$ cat src/rtl/wb_arbiter.sv
`default_nettype none
// ============================================================================
// Module      : wb_arbiter
// Description : Merges ALU results and FIFO-buffered load results onto a single
//               register-file write port, with an anti-starvation counter.
// Revision    : 1.0 - initial release
// ============================================================================
module wb_arbiter #(
    parameter int DEPTH = 4
) (
    input  logic        clk,
    input  logic        rst,
    input  logic        alu_valid,
    output logic        alu_ready,
    input  logic [4:0]  alu_waddr,
    input  logic [31:0] alu_wdata,
    input  logic        mem_valid,
    output logic        mem_ready,
    input  logic [4:0]  mem_waddr,
    input  logic [31:0] mem_wdata,
    output logic        we,
    output logic [4:0]  waddr,
    output logic [31:0] wdata,
    output logic [3:0]  pend_count
);

    localparam int         C_AW    = (DEPTH > 1) ? $clog2(DEPTH) : 1;
    localparam logic [3:0] C_DEPTH = 4'(DEPTH);

    logic [4:0]      r_addr_mem [DEPTH];
    logic [31:0]     r_data_mem [DEPTH];
    logic [C_AW-1:0] r_wptr;
    logic [C_AW-1:0] r_rptr;
    logic [3:0]      r_count;
    logic [1:0]      r_starve;

    logic        w_empty;
    logic        w_alu_acc;
    logic        w_push;
    logic        w_pop;
    logic        w_sel_valid;
    logic [4:0]  w_sel_addr;
    logic [31:0] w_sel_data;

    assign w_empty   = (r_count == 4'd0);
    // Full check uses the registered count only, so a same-cycle pop never frees a slot.
    assign mem_ready = (r_count < C_DEPTH);
    assign alu_ready = !((r_starve == 2'd3) && !w_empty);
    assign w_alu_acc = alu_valid && alu_ready;
    assign w_push    = mem_valid && mem_ready;
    assign w_pop     = !w_alu_acc && !w_empty;

    always_comb begin
        w_sel_valid = 1'b0;
        w_sel_addr  = 5'd0;
        w_sel_data  = 32'd0;
        if (w_alu_acc) begin
            w_sel_valid = 1'b1;
            w_sel_addr  = alu_waddr;
            w_sel_data  = alu_wdata;
        end else if (w_pop) begin
            w_sel_valid = 1'b1;
            w_sel_addr  = r_addr_mem[r_rptr];
            w_sel_data  = r_data_mem[r_rptr];
        end
    end

    always_ff @(posedge clk) begin
        if (w_push && !rst) begin
            r_addr_mem[r_wptr] <= mem_waddr;
            r_data_mem[r_wptr] <= mem_wdata;
        end
    end

    always_ff @(posedge clk or posedge rst) begin
        if (rst) begin
            r_wptr   <= '0;
            r_rptr   <= '0;
            r_count  <= 4'd0;
            r_starve <= 2'd0;
        end else begin
            if (w_push) r_wptr <= r_wptr + C_AW'(1);
            if (w_pop)  r_rptr <= r_rptr + C_AW'(1);
            case ({w_push, w_pop})
                2'b10:   r_count <= r_count + 4'd1;
                2'b01:   r_count <= r_count - 4'd1;
                default: r_count <= r_count;
            endcase
            if (w_pop || w_empty)
                r_starve <= 2'd0;
            else if (w_alu_acc && (r_starve != 2'd3))
                r_starve <= r_starve + 2'd1;
        end
    end

    // Writes to r0 still use their slot but are suppressed; address/data hold.
    always_ff @(posedge clk or posedge rst) begin
        if (rst) begin
            we    <= 1'b0;
            waddr <= 5'd0;
            wdata <= 32'd0;
        end else begin
            we <= w_sel_valid && (w_sel_addr != 5'd0);
            if (w_sel_valid && (w_sel_addr != 5'd0)) begin
                waddr <= w_sel_addr;
                wdata <= w_sel_data;
            end
        end
    end

    assign pend_count = r_count;

endmodule
`default_nettype wire

$ cat config.mk
export PLATFORM = sky130hd
export DESIGN_NAME = wb_arbiter
export DESIGN_NICKNAME = d
export VERILOG_FILES = /design/src/rtl/wb_arbiter.sv
export SDC_FILE = /design/constraint.sdc
export NUM_CORES = 1
export LEC_CHECK = 0
export ABC_AREA = 1
export BUFFER_PORTS_ARGS = -buffer_cell sky130_fd_sc_hd__buf_2
export CAP_MARGIN = 40
export CORE_ASPECT_RATIO = 1.5
export CORE_MARGIN = 1.5
export CORE_UTILIZATION = 45
export DETAILED_ROUTE_END_ITERATION = 10
export PLACE_DENSITY = 0.65
export SLEW_MARGIN = 10
export SYNTH_ARGS = -nofsm -noshare
export SYNTH_HDL_FRONTEND = slang
export SYNTH_SLANG_ARGS = --single-unit
$ cat constraint.sdc
create_clock -name clk -period 3.5 [get_ports clk]
set_clock_uncertainty 0.15 [all_clocks]
set_input_delay 0 -clock clk [delete_from_list [all_inputs] [get_ports clk]]
set_output_delay 0 -clock clk [all_outputs]
set_load 0.01 [all_outputs]
After elaboration in Yosys (flattened, before gate mapping)
Memories as Yosys holds them, arrays and structs flattened. Cells that the tools add are included.

Multiplexer cells: 11. Reduce and logical (&&, ||, !) cells: 16. $lt $le $gt $ge: 1. Add/sub/neg operators: 5. Eq/ne operators: 4.

Operators with widths (number): two-way mux 32 bit (2); two-way mux 5 bit (2); one-hot mux 4 bit (2 select lines) (1); logical AND 1 bit (7); adder 2 x 1 -> 2 bit, second input constant (3); nonzero test 5 bit (1); adder 4 x 1 -> 4 bit, second input constant (1); equality test 2 bit, second input constant (2); logical NOT 1 bit (4); logical NOT 4 bit (1); < comparator 4 x 3 -> 1 bit, second input constant (1); two-way mux 1 bit (4); two-way mux 2 bit (2); nonzero test 2 bit (2); subtractor 4 x 1 -> 4 bit, second input constant (1); equality test 2 x 1 -> 1 bit, second input constant (1); inequality test 2 bit, second input constant (1); logical OR 1 bit (1).

Output and inout port bits: 44. Memories: 2. Flip-flop bits (word level): 48. Input bits: 78. Memory bits (writable): 148. Logic and storage cells: 46.

Memory list: r_data_mem (depth 4, width 32, rd ports 1, clocked after memory_dff 0, write ports 1, line 31) `logic [31:0] r_data_mem [DEPTH];`; r_addr_mem (depth 4, width 5, rd ports 1, clocked after memory_dff 0, write ports 1, line 30) `logic [4:0] r_addr_mem [DEPTH];`.

Depth between registers and ports, before layout
Gate-level depths: netlist (run 1).

Word-level depth: 11. Gate-level depth with buffers: 14. Gate-level depth less buffers: 12.

Least setup slack after synthesis (run 1)
Ideal clock, no wire load.

Kind: input port to flip-flop. From: in rst. To: mem r_addr_mem[0][0] (enable). Arrival time: 2.951 ns. Setup time: 0.431 ns. Required time: 2.919 ns. Buffers on the path: 0. Stages on the path: 3. Setup slack: -0.033 ns. Cell sequence: inv_1 nand3_1 nor2_1.

Longest elaborated chain between the ends: 4.

RTL lines: start, declared (line 12) `input logic rst,`; logical NOT 1 bit (no line); logical AND 1 bit (line 69) `if (w_push && !rst) begin`; two-way mux 1 bit (line 69); two-way mux 1 bit (implied by the code) (line 70) `r_addr_mem[r_wptr] <= mem_waddr;`; end, declared (line 30).

Every way passes these cells.

Final worst setup path (run 1)
From: reg r_starve[0]. To: reg waddr[4].

Longest elaborated chain between the ends: 10. Elaborated cells between the ends (all ways): 12. Classes of those cells: eq/ne: 1; mux: 4; reduce/logical: 7.

RTL lines: start, declared (line 35) `logic [1:0] r_starve;`; start signal, assigned (line 92) `r_starve <= r_starve + 2'd1;`; equality test 2 bit (*) (line 48) `assign alu_ready = !((r_starve == 2'd3) && !w_empty);`; logical AND 1 bit (*) (line 48); logical NOT 1 bit (*) (line 48); logical AND 1 bit (*) (line 49) `assign w_alu_acc = alu_valid && alu_ready;`; logical NOT 1 bit (line 51) `assign w_pop = !w_alu_acc && !w_empty;`; logical AND 1 bit (line 51); two-way mux 5 bit (line 61) `end else if (w_pop) begin`; two-way mux 5 bit (line 57) `if (w_alu_acc) begin`; nonzero test 5 bit (line 104) `if (w_sel_valid && (w_sel_addr != 5'd0)) begin`; logical AND 1 bit (line 104); end signal, assigned (line 105) `waddr <= w_sel_addr;`; end, declared (line 22) `output logic [4:0] waddr,`.

Mark *: on every way between the ends. The rest lies on a longest branch, timed or not. A chain may end at the register's enable or synchronous reset.

==> results of run 1 <==
metal layers:
layer	GRT usage, %	vias to the layer above
met5	0	-
met4	9.62	0
met3	4.69	44
met2	39.0	192
met1	25.3	2914
li1	-	2944
how the worst max path moves through the flow:
stage                      from               end  slack (ns)  cells after the start
global placement    r_starve[0]         wdata[26]        0.65                      9
finish              r_starve[0]          waddr[4]        0.38                     10
floorplan                   rst  r_addr_mem[0][0]       -0.03                      3
global route        r_starve[0]          waddr[4]        0.24                     10
detailed placement  r_starve[0]         wdata[14]        0.61                      9
CTS                 r_starve[0]          waddr[4]        0.38                     10
power by group:
part | switching (uW) | internal [uW] | total, uW
Combinational | 1800 | 923 | 2720
Sequential | 223 | 2860 | 3090
Clock | 843 | 1200 | 2040
flip-flops by register name (all words and copies together), names as in the netlist:
name,flops
waddr,5
r_data_mem,128
r_rptr,2
r_wptr,2
we,1
r_addr_mem,20
wdata,32
pend_count,4
r_starve,2
stage by stage:
stage          util [%]  std cells  hold slack (ns)  setup slack, ns
2_1_floorplan         -        737          -0.0511          -0.0329
4_1_cts            58.4       1161            0.146            0.379
6_report           58.4       1161            0.170            0.379
5_1_grt            58.4       1161            0.169            0.239
3_3_place_gp       50.4       1049           0.0669            0.655
3_5_place_dp       50.4       1049           0.0657            0.610
worst max-delay path, cell delays in order, from the launching register on:
cell and delay [ns]:
sky130_fd_sc_hd__dfrtp_1 0.36, sky130_fd_sc_hd__ha_1 0.30, sky130_fd_sc_hd__nand2_1 0.17, sky130_fd_sc_hd__nand3_1 0.12
sky130_fd_sc_hd__dlygate4sd3_1 0.58, sky130_fd_sc_hd__nand2_2 0.09, sky130_fd_sc_hd__nor2_4 0.14, sky130_fd_sc_hd__buf_4 0.38
sky130_fd_sc_hd__nand4_1 0.14, sky130_fd_sc_hd__nand2_1 0.08, sky130_fd_sc_hd__dlygate4sd3_1 0.54
layout make-up:
type | count | area [um2] | area share [%]
tap | 217 | 272 | 2.59
clock inverter | 7 | 77.6 | 0.740
clock buffer | 25 | 561 | 5.35
inverter | 33 | 124 | 1.18
sequential | 196 | 5650 | 53.9
timing repair buffer | 219 | 1550 | 14.8
multi-input combinational | 464 | 2250 | 21.4
kinds of logic after synthesis:
kind of cell	after synthesis
XOR/XNOR	6
AO/OA/AOI/OAI	107
adder cells (fa/ha/maj)	8
flip-flops	196
AND/OR/NAND/NOR	343
buffers and inverters	77
cells in the final DEF (no fill, tap or decap), drive strengths merged:
master / netlist / layout
clkinv: 0 / 2
xor2: 3 / 3
nand3: 11 / 11
nand4: 38 / 38
o211ai: 1 / 1
xnor2: 3 / 3
o21ai: 69 / 69
ha: 8 / 8
clkinvlp: 0 / 1
a21oi: 5 / 5
or2: 1 / 1
clkbuf: 23 / 25
dlygate4sd3: 0 / 80
o22ai: 32 / 32
buf: 21 / 139
bufinv: 0 / 1
dfrtp: 48 / 48
inv: 33 / 36
nand2: 209 / 209
nor2: 84 / 84
edfxtp: 148 / 148
==> Flow_metrics.wiki, run 1 <==
{| class="wikitable"
! Metric !! Value
|-
| Result of the run || finished clean
|-
| Critical setup path kind || flop to flop
|-
| Share of flip-flops with an asynchronous set or reset || about a quarter
|-
| DRC violation count after routing || 0
|-
| TritonCTS clock tree || built
|-
| Largest driver fanout on the critical path || 37
|-
| Cell types occupying the most area after synthesis || sky130_fd_sc_hd__edfxtp_1 (54%), sky130_fd_sc_hd__dfrtp_1 (15%), sky130_fd_sc_hd__nand2_1 (9.3%), sky130_fd_sc_hd__o21ai_0 (4.1%), sky130_fd_sc_hd__nor2_1 (3.7%)
|-
| Minimum setup slack among reg-to-reg paths || ~0.38 ns
|-
| Number of clock buffers inserted by TritonCTS || 17
|-
| Dominant combinational cell family by area after synthesis || simple AND/OR/NAND/NOR gates
|-
| Capture endpoint of the worst hold path || r_data_mem[0][23]
|-
| Largest voltage drop on the vdd net || between 0.4 and 0.5 mV
|-
| Required @ worst endpoint || between 3 and 4 ns
|-
| Clock Tree Buf Depth || 2
|-
| Worst reg2reg path depth || 10
|-
| Fillcell total || 1,472
|-
| Overall die width || 113 um
|-
| Number of sinks on the clock net || around 200
|-
| Top cell type's share of synthesized area || between 50% and 60%
|-
| Area share of and/or/nand/nor cells after synthesis || between 10% and 20%
|-
| Mapped Cells || around 740
|-
| Final critical-path share of the clock period || between 80% and 90%
|-
| Mean routed wirelength per cell || approximately 18 um
|-
| Number of inserted diodes || 0
|-
| Detailed Place HPWL || around 13,000 um
|-
| Dominant register cell in the synthesized netlist || sky130_fd_sc_hd__edfxtp_1
|-
| Area of all placed cells without fillers || about 10,000 um2
|-
| Fmax || roughly 0.32 GHz
|-
| Final number of hold-violating endpoints || 0
|-
| Cell area after technology mapping || 8230 um2
|-
| Buffers inserted during post-CTS setup optimization || 0
|-
| Slew at the pin closest to its max-slew limit || slightly below 0.7 ns
|-
| Layout cells sized above 1 || approximately 20%
|-
| Vias in the first global route || about 6,100
|-
| Gr ovfl total || 0
|-
| Number of enable flip-flop cells after synthesis || around 150
|-
| Area of the placeable core || about 18,000 um2
|-
| Via count || around 6,000
|-
| Number of warning messages in the yosys log || 0
|-
| Max-cap violations || 0
|-
| Endpoint arrival time on the critical path || 3.33 ns
|-
| Most repeated cell in the gate-level netlist after synthesis || sky130_fd_sc_hd__nand2_1
|-
| Floorplan row count || 60
|-
| Clock slew at reported path FFs || approximately 0.07 ns
|-
| Last weighted congestion value of the routability-driven placer || 0.796
|-
| Number of antenna violations at the first check in global routing || 0
|-
| Total power per unit cell area || 749 nW/um2
|-
| Number of nets in the final layout || between 1,000 and 1,500
|-
| Overall Global Routing Usage || 21.9%
|-
| HP Class || input port to flop
|-
| Floorplan die area || roughly 19,000 um2
|-
| Fin Setup TNS || 0 ns
|-
| Area added between synthesis and finish || 27.4%
|-
| Area share of fa/ha/maj cells after synthesis || under 10%
|-
| Synth cell count leaders || sky130_fd_sc_hd__nand2_1 (203), sky130_fd_sc_hd__edfxtp_1 (148), sky130_fd_sc_hd__nor2_1 (81)
|-
| Number of hold buffers added after CTS || 80
|-
| H-tree depth || 4
|-
| CTS resizes || 0
|-
| Number of I/O pins || 122
|-
| Number of port buffers || between 100 and 150
|-
| Vertical die dimension || around 170 um
|-
| Unique cell type count in the Yosys netlist || 27
|-
| Overall power after layout || 7850 uW
|-
| Root buffer selected by CTS || sky130_fd_sc_hd__clkbuf_16
|-
| Initial standard-cell utilization of the core || between 40% and 50%
|-
| Amount of wire on met2 after detailed routing || roughly 11,000 um
|-
| Average instance area after synthesis || ~11 um2
|-
| Initial drt markers || 331
|-
| Area post-placement || between 9000 and 10,000 um2
|-
| Reg-to-reg startpoint || r_starve[0]
|-
| Critical hold path startpoint || mem_wdata[23]
|-
| Portion of the post-synthesis area used by sequential elements || 68.6%
|-
| Relative slew slack || between 50% and 60%
|-
| Max-slew violation total from the final report || 0
|-
| Element type at the critical path start || flop
|-
| Depth of the worst hold-timing path || 2
|-
| Total met3 wirelength after detailed routing || around 940 um
|-
| Static leakage power || roughly 0.0044 uW
|-
| Post-synthesis xor/xnor area fraction || 0.639%
|-
| Met1 WL || around 8000 um
|-
| Min Tclk post-route || 3.12 ns
|-
| Router iterations before antenna repair || 5
|-
| Terminus of the critical flop-to-flop path || waddr[4]
|-
| Number of nets with antenna violations after routing || 0
|-
| Clock insertion delay at the later pin of the skew report || about 0.43 ns
|-
| Fraction of synthesized area in multiplexers || 0%
|-
| Setup crit end kind || flop
|-
| Most area-hungry cell type in the Yosys netlist || sky130_fd_sc_hd__edfxtp_1
|-
| Highest routed layer || met4
|-
| Via-per-instance ratio || 5.25
|-
| Maximum number of pins on one net before global-route repair || 56
|-
| Syn_nets || a little over 800
|-
| Register bit count reported by yosys || around 200
|-
| Endpoints failing setup || 0
|-
| RSZ-0062 raised after global routing || false
|-
| Compound-Gate Fraction of Synth Area || around 7.3%
|-
| Global-route wire length before repair || 31,400 um
|-
| Overall routed net length || around 20,000 um
|}
Power figures use the tool's default switching activity.
==> run 2, diff against run 1 <==
--- a/config.mk
+++ b/config.mk
@@ -10,9 +10,9 @@
 export CAP_MARGIN = 40
 export CORE_ASPECT_RATIO = 1.5
 export CORE_MARGIN = 1.5
-export CORE_UTILIZATION = 45
+export CORE_UTILIZATION = 50
 export DETAILED_ROUTE_END_ITERATION = 10
-export PLACE_DENSITY = 0.65
+export PLACE_DENSITY = 0.71
 export SLEW_MARGIN = 10
 export SYNTH_ARGS = -nofsm -noshare
 export SYNTH_HDL_FRONTEND = slang
==> run 2 against run 1 <==
  * Sequential share of layout area rose by 0.52 points
  * Global-route usage increased by 2.2 points
  * Routed wire length is 1.2% lower
  * Largest power group unchanged
==> Flow_metrics.wiki, run 2 (same netlist as run 1, synthesis figures left out) <==
{| class="wikitable"
! Metric !! Value
|-
| DRC violation count after routing || 0 (unchanged)
|-
| Clock Tree Buf Depth || 2 (unchanged)
|-
| Initial drt markers || 425 (+28%)
|-
| Commonest non-fill, non-tap cells in the layout || sky130_fd_sc_hd__nand2_1 (203), sky130_fd_sc_hd__edfxtp_1 (148), sky130_fd_sc_hd__buf_2 (121)
|-
| Result of the run || finished clean
|-
| Overall Global Routing Usage || 24.1% (+2.2 points)
|-
| Layout cells sized above 1 || 20.0% (-0.23 points)
|-
| Detailed Place HPWL || 12,100 um (-7.3%)
|-
| Most common cell on crit path || sky130_fd_sc_hd__nand2_1
|-
| TritonCTS clock tree || built
|-
| Via count || 6,193 (+1.6%)
|-
| Largest voltage drop on the vdd net || 0.386 mV (-20%)
|-
| Static leakage power || 0.00433 uW (-1.3%)
|-
| Number of clock buffers inserted by TritonCTS || 17 (unchanged)
|-
| Min Tclk post-route || 3.14 ns (+0.0226 ns)
|-
| Endpoints failing setup || 0 (unchanged)
|-
| Capture endpoint of the worst hold path || r_data_mem[0][18]
|-
| Buffers inserted during post-CTS setup optimization || 0 (unchanged)
|-
| Terminus of the critical flop-to-flop path || waddr[0]
|-
| Number of flip-flops in the largest register || 128 (unchanged)
|-
| RSZ-0062 raised after global routing || false
|-
| Number of I/O pins || 122 (unchanged)
|-
| Setup crit end kind || flop
|-
| Number of nets with antenna violations after routing || 0 (unchanged)
|-
| CP max stage cell || sky130_fd_sc_hd__dlygate4sd3_1
|-
| Reg-to-reg startpoint || r_rptr[0]
|-
| Max-slew violation total from the final report || 0 (unchanged)
|-
| CTS resizes || 0 (unchanged)
|-
| Final setup margin || 0.356 ns (-0.0226 ns)
|-
| Clock insertion delay at the later pin of the skew report || 0.42 ns (about the same)
|-
| Slew at the pin closest to its max-slew limit || 0.720 ns (+0.0288 ns)
|-
| Total power per unit cell area || 749 nW/um2 (about the same)
|-
| Final critical-path share of the clock period || 89.8% (+0.64 points)
|-
| Endpoint arrival time on the critical path || 3.34 ns (about the same)
|-
| Worst reg2reg path depth || 12 (+2)
|-
| Largest driver fanout on the critical path || 44 (+19%)
|-
| Number of cells after detailed placement || 1,034 (-1.4%)
|-
| Worst Path Buf+Inv || 4 (+1)
|-
| Depth of the worst hold-timing path || 2 (unchanged)
|-
| Register with the most flip-flops || r_data_mem
|-
| Max-cap violations || 0 (unchanged)
|-
| Relative slew slack || 51.9% (-1.9 points)
|-
| Most common cell after layout, fill and taps aside || sky130_fd_sc_hd__nand2_1
|-
| Floorplan row count || 57 (-5.0%)
|-
| Required @ worst endpoint || 3.70 ns (about the same)
|-
| Worst path top cell family by delay || buffers and inverters
|-
| Overall routed net length || 20,100 um (-1.2%)
|-
| Area of the placeable core || 16,100 um2 (-10%)
|-
| Crit-path cells || buf_4 -> buf_4 -> nand2_1 -> nand3_1 -> nand2_1 -> nand2_1 -> nand2_2 -> nor2_4 -> buf_4 -> nand4_1 -> dlygate4sd3_1 -> nand2_1
|-
| Root buffer selected by CTS || sky130_fd_sc_hd__clkbuf_16
|-
| Vertical die dimension || 160 um (-5.0%)
|-
| Final number of hold-violating endpoints || 0 (unchanged)
|-
| Setup slack at placement || 0.796 ns (+0.186 ns)
|-
| Overall die width || 108 um (-5.0%)
|-
| Gr ovfl total || 0 (unchanged)
|-
| Clock slew at reported path FFs || 0.07 ns (about the same)
|-
| Global-route wire length before repair || 31,200 um (-0.46%)
|-
| Number of hold buffers added after CTS || 80 (unchanged)
|-
| Initial standard-cell utilization of the core || 51.1% (+5.2 points)
|-
| HP Class || input port to flop
|-
| Vias in the first global route || 6,193 (+1.8%)
|-
| Number of sinks on the clock net || 196 (unchanged)
|-
| Final std cells w/o fill || 1,147 (-1.2%)
|-
| Fmax || 0.318 GHz (-0.72%)
|-
| Last weighted congestion value of the routability-driven placer || 0.787 (-1.1%)
|-
| Critical setup path kind || flop to flop
|-
| Element type at the critical path start || flop
|-
| Via-per-instance ratio || 5.40 (+2.9%)
|-
| Router iterations before antenna repair || 5 (unchanged)
|-
| Stages on worst setup path || 12 (+2)
|-
| Critical path's largest stage delay || 0.58 ns (about the same)
|-
| Number of antenna violations at the first check in global routing || 1 (+1)
|-
| Largest registers in the final layout || r_data_mem (128), wdata (32), r_addr_mem (20)
|-
| Maximum number of pins on one net before global-route repair || 49 (-13%)
|-
| Critical hold path startpoint || mem_wdata[18]
|-
| Mean routed wirelength per cell || 17.5 um (about the same)
|-
| Area added between synthesis and finish || 26.1%
|-
| Number of port buffers || 121 (unchanged)
|-
| Minimum setup slack among reg-to-reg paths || 0.36 ns (-0.02 ns)
|-
| H-tree depth || 4 (unchanged)
|-
| Number of nets in the final layout || 1,013 (-0.39%)
|-
| Floorplan die area || 17,300 um2 (-9.8%)
|-
| Fillcell total || 1,259 (-14%)
|}
==> run 2: cell type report <==
cell class                      count  area (um2)  share of cell area [%]
Tap cell                          206         258                    2.48
Timing Repair Buffer              215        1510                    14.6
Antenna cell                        1        2.50                  0.0241
Sequential cell                   196        5650                    54.4
Clock inverter                     13         149                    1.43
Clock buffer                       19         443                    4.27
Inverter                           33         124                    1.19
Multi-Input combinational cell    464        2250                    21.6
==> run 2: metal layers <==
metal  GRT usage [%]  up-vias  part of all wire, %
met5               0        -                    0
met4            9.99        0                  2.5
met3            3.63       36                  6.7
met2            43.5      274                   54
met1            28.1     2959                   37
li1                -     2924                    -
==> run 2: how the worst max path moves through the flow <==
stage                            from               end  slack (ns)
after global routing        r_rptr[0]          waddr[0]        0.11
after global placement    r_starve[0]         wdata[15]        0.87
after detailed placement  r_starve[0]         wdata[26]        0.80
after floorplan                   rst  r_addr_mem[0][0]       -0.03
after CTS                   r_rptr[0]          waddr[0]        0.37
final                       r_rptr[0]          waddr[0]        0.36
==> run 2: where the power goes <==
group          internal, uW  switching, uW  total [uW]  leakage [uW]
Combinational           911           1840        2750       0.00214
Sequential             2860            230        3090       0.00191
Clock                  1080            851        1930      0.000281
Total                  4860           2920        7780       0.00433
==> run 2: metrics by stage <==
stage / setup TNS, ns / hold slack [ns] / utilization, % / total power [uW] / instance area, um2
finish: 0 / 0.178 / 64.4 / 7780 / 10400
global route: 0 / 0.172 / 64.4 / 8240 / 10400
global placement: 0 / 0.0657 / 55.7 / 5740 / 8980
floorplan: -4.87 / -0.0511 / - / 4940 / 8230
CTS: 0 / 0.162 / 64.4 / 7790 / 10400
detailed placement: 0 / 0.0688 / 55.7 / 5790 / 8980
==> run 3, diff against run 2 <==
--- a/config.mk
+++ b/config.mk
@@ -12,6 +12,7 @@
 export CORE_MARGIN = 1.5
 export CORE_UTILIZATION = 50
 export DETAILED_ROUTE_END_ITERATION = 10
+export MAX_ROUTING_LAYER = met4
 export PLACE_DENSITY = 0.71
 export SLEW_MARGIN = 10
 export SYNTH_ARGS = -nofsm -noshare
==> run 3 against run 2 <==
  * Clock power barely moved
  * Combinational power is essentially flat
  * Register-to-register slack about the same
  * Sequential cell count did not move
  * Maximum frequency down 0.44%
  * Critical endpoint unchanged
==> Flow_metrics.wiki, run 3 (same netlist as run 1, synthesis figures left out) <==
{| class="wikitable"
! Metric !! Value
|-
| Result of the run || finished clean
|-
| Final core utilization || 64.4% (unchanged)
|-
| Number of flip-flops in the largest register || 128 (unchanged)
|-
| Largest voltage drop on the vdd net || 0.384 mV (-0.65%)
|-
| Setup crit end kind || flop
|-
| Worst path top cell family by delay || buffers and inverters
|-
| Largest registers in the final layout || r_data_mem (128), wdata (32), r_addr_mem (20)
|-
| Number of nets with antenna violations after routing || 0 (unchanged)
|-
| Clock Tree Buf Depth || 2 (unchanged)
|-
| Register with the most flip-flops || r_data_mem
|-
| Area of the placeable core || 16,100 um2 (unchanged)
|-
| Worst reg2reg path depth || 12 (unchanged)
|-
| Root buffer selected by CTS || sky130_fd_sc_hd__clkbuf_16
|-
| Critical path's largest stage delay || 0.58 ns (about the same)
|-
| Clock slew at reported path FFs || 0.07 ns (about the same)
|-
| Overall die width || 108 um (unchanged)
|-
| Gr ovfl total || 0 (unchanged)
|-
| DRC violation count after routing || 0 (unchanged)
|-
| Detailed Place HPWL || 12,100 um (unchanged)
|-
| Relative slew slack || 53.3% (+1.4 points)
|-
| Critical hold path startpoint || mem_wdata[18]
|-
| Via count || 6,152 (-0.66%)
|-
| Largest driver fanout on the critical path || 44 (unchanged)
|-
| Final critical-path share of the clock period || 90.2% (+0.39 points)
|-
| Vias in the first global route || 6,206 (+0.21%)
|-
| Fmax || 0.317 GHz (-0.44%)
|-
| Most common cell on crit path || sky130_fd_sc_hd__nand2_1
|-
| Critical path capture point || waddr[0]
|-
| Area of all placed cells without fillers || 10,400 um2 (unchanged)
|-
| Number of nets in the final layout || 1,013 (unchanged)
|-
| Max-slew violation total from the final report || 0 (unchanged)
|-
| Slew at the pin closest to its max-slew limit || 0.699 ns (-0.0212 ns)
|-
| Worst setup path startpoint || r_rptr[0]
|-
| Max-cap violations || 0 (unchanged)
|-
| Total power per unit cell area || 748 nW/um2 (about the same)
|-
| Min Tclk post-route || 3.16 ns (+0.0138 ns)
|-
| Layout cells sized above 1 || 20.0% (unchanged)
|-
| Final setup margin || 0.343 ns (-0.0138 ns)
|-
| CP max stage cell || sky130_fd_sc_hd__dlygate4sd3_1
|-
| Number of I/O pins || 122 (unchanged)
|-
| Clock insertion delay at the later pin of the skew report || 0.42 ns (about the same)
|-
| Initial standard-cell utilization of the core || 51.1% (unchanged)
|-
| Overall routed net length || 20,100 um (about the same)
|-
| Router iterations before antenna repair || 5 (unchanged)
|-
| Endpoint arrival time on the critical path || 3.36 ns (+0.02 ns)
|-
| Number of clock buffers inserted by TritonCTS || 17 (unchanged)
|-
| Number of antenna violations at the first check in global routing || 1 (unchanged)
|-
| H-tree depth || 4 (unchanged)
|-
| Worst Path Buf+Inv || 4 (unchanged)
|-
| Floorplan row count || 57 (unchanged)
|-
| Mean routed wirelength per cell || 17.5 um (about the same)
|-
| Minimum setup slack among reg-to-reg paths || 0.34 ns (about the same)
|-
| Floorplan die area || 17,300 um2 (unchanged)
|-
| Element type at the critical path start || flop
|-
| TritonCTS clock tree || built
|-
| Most common cell after layout, fill and taps aside || sky130_fd_sc_hd__nand2_1
|-
| Number of sinks on the clock net || 196 (unchanged)
|-
| Last weighted congestion value of the routability-driven placer || 0.798 (+1.4%)
|-
| Overall Global Routing Usage || 24.7% (+0.68 points)
|-
| Hold WS || 0.179 ns (+0.00119 ns)
|-
| Number of port buffers || 121 (unchanged)
|-
| Vertical die dimension || 160 um (unchanged)
|-
| Endpoints failing setup || 0 (unchanged)
|-
| Via-per-instance ratio || 5.36 (-0.66%)
|-
| RSZ-0062 raised after global routing || false
|-
| Maximum number of pins on one net before global-route repair || 49 (unchanged)
|-
| Required @ worst endpoint || 3.70 ns (about the same)
|-
| Final number of hold-violating endpoints || 0 (unchanged)
|-
| Global-route wire length before repair || 31,200 um (about the same)
|-
| Terminus of the critical flop-to-flop path || waddr[0]
|-
| Crit-path cells || buf_4 -> buf_4 -> nand2_1 -> nand3_1 -> nand2_1 -> nand2_1 -> nand2_2 -> nor2_4 -> buf_4 -> nand4_1 -> dlygate4sd3_1 -> nand2_1
|-
| Initial drt markers || 429 (+0.94%)
|-
| Area added between synthesis and finish || 26.1% (unchanged)
|-
| Stages on worst setup path || 12 (unchanged)
|-
| Static leakage power || 0.00433 uW (unchanged)
|-
| Critical setup path kind || flop to flop
|-
| Area post-placement || 8980 um2 (unchanged)
|-
| Reg-to-reg startpoint || r_rptr[0]
|-
| Setup slack at placement || 0.796 ns (unchanged)
|-
| HP Class || input port to flop
|-
| Commonest non-fill, non-tap cells in the layout || sky130_fd_sc_hd__nand2_1 (203), sky130_fd_sc_hd__edfxtp_1 (148), sky130_fd_sc_hd__buf_2 (121)
|-
| Depth of the worst hold-timing path || 2 (unchanged)
|}
run 3: cell counts in the layout (fill, tap and decap cells not counted):
No cell type changed its count.
run 3: worst min path at each step:
stage,to,slack [ns]
floorplan,r_addr_mem[0][0],-0.05
global placement,r_addr_mem[0][2],0.07
detailed placement,r_addr_mem[0][2],0.07
CTS,r_data_mem[1][21],0.16
global route,r_data_mem[2][22],0.17
finish,r_data_mem[0][18],0.18
run 3: timing repair:
action	4_1_cts	5_1_grt
hold buffers	80	0
resized for setup	0	0
endpoints found under the hold margin	236	0
setup buffers	0	0
run 3: layout make-up:
cell class,instances,area [um2]
Tap cell,206,258
Clock inverter,13,149
Inverter,33,124
Antenna cell,1,2.50
Clock buffer,19,443
Multi-Input combinational cell,464,2250
Fill cell,1259,5740
Timing Repair Buffer,215,1510
Sequential cell,196,5650
run 3: per-layer routing:
metal | vias to the layer above | wire length, um | global-route usage (%)
met5 | - | 0 | -
met4 | 0 | 473 | 10.2
met3 | 32 | 1030 | 3.27
met2 | 236 | 10900 | 43.4
met1 | 2959 | 7680 | 28.2
li1 | 2925 | - | -
run 3: metrics by stage:
stage                     cells  power [uW]  setup TNS (ns)
after floorplan             737        4940           -4.87
after global placement     1034        5740               0
after detailed placement   1034        5790               0
after CTS                  1146        7790               0
after global routing       1147        8230               0
final                      1147        7770               0
run 3: report_power, final:
| part | leakage [uW] | internal [uW] | switching (uW) |
|---|---|---|---|
| Clock | 0.000281 | 1080 | 850 |
| Sequential | 0.00191 | 2860 | 229 |
| Combinational | 0.00214 | 911 | 1830 |
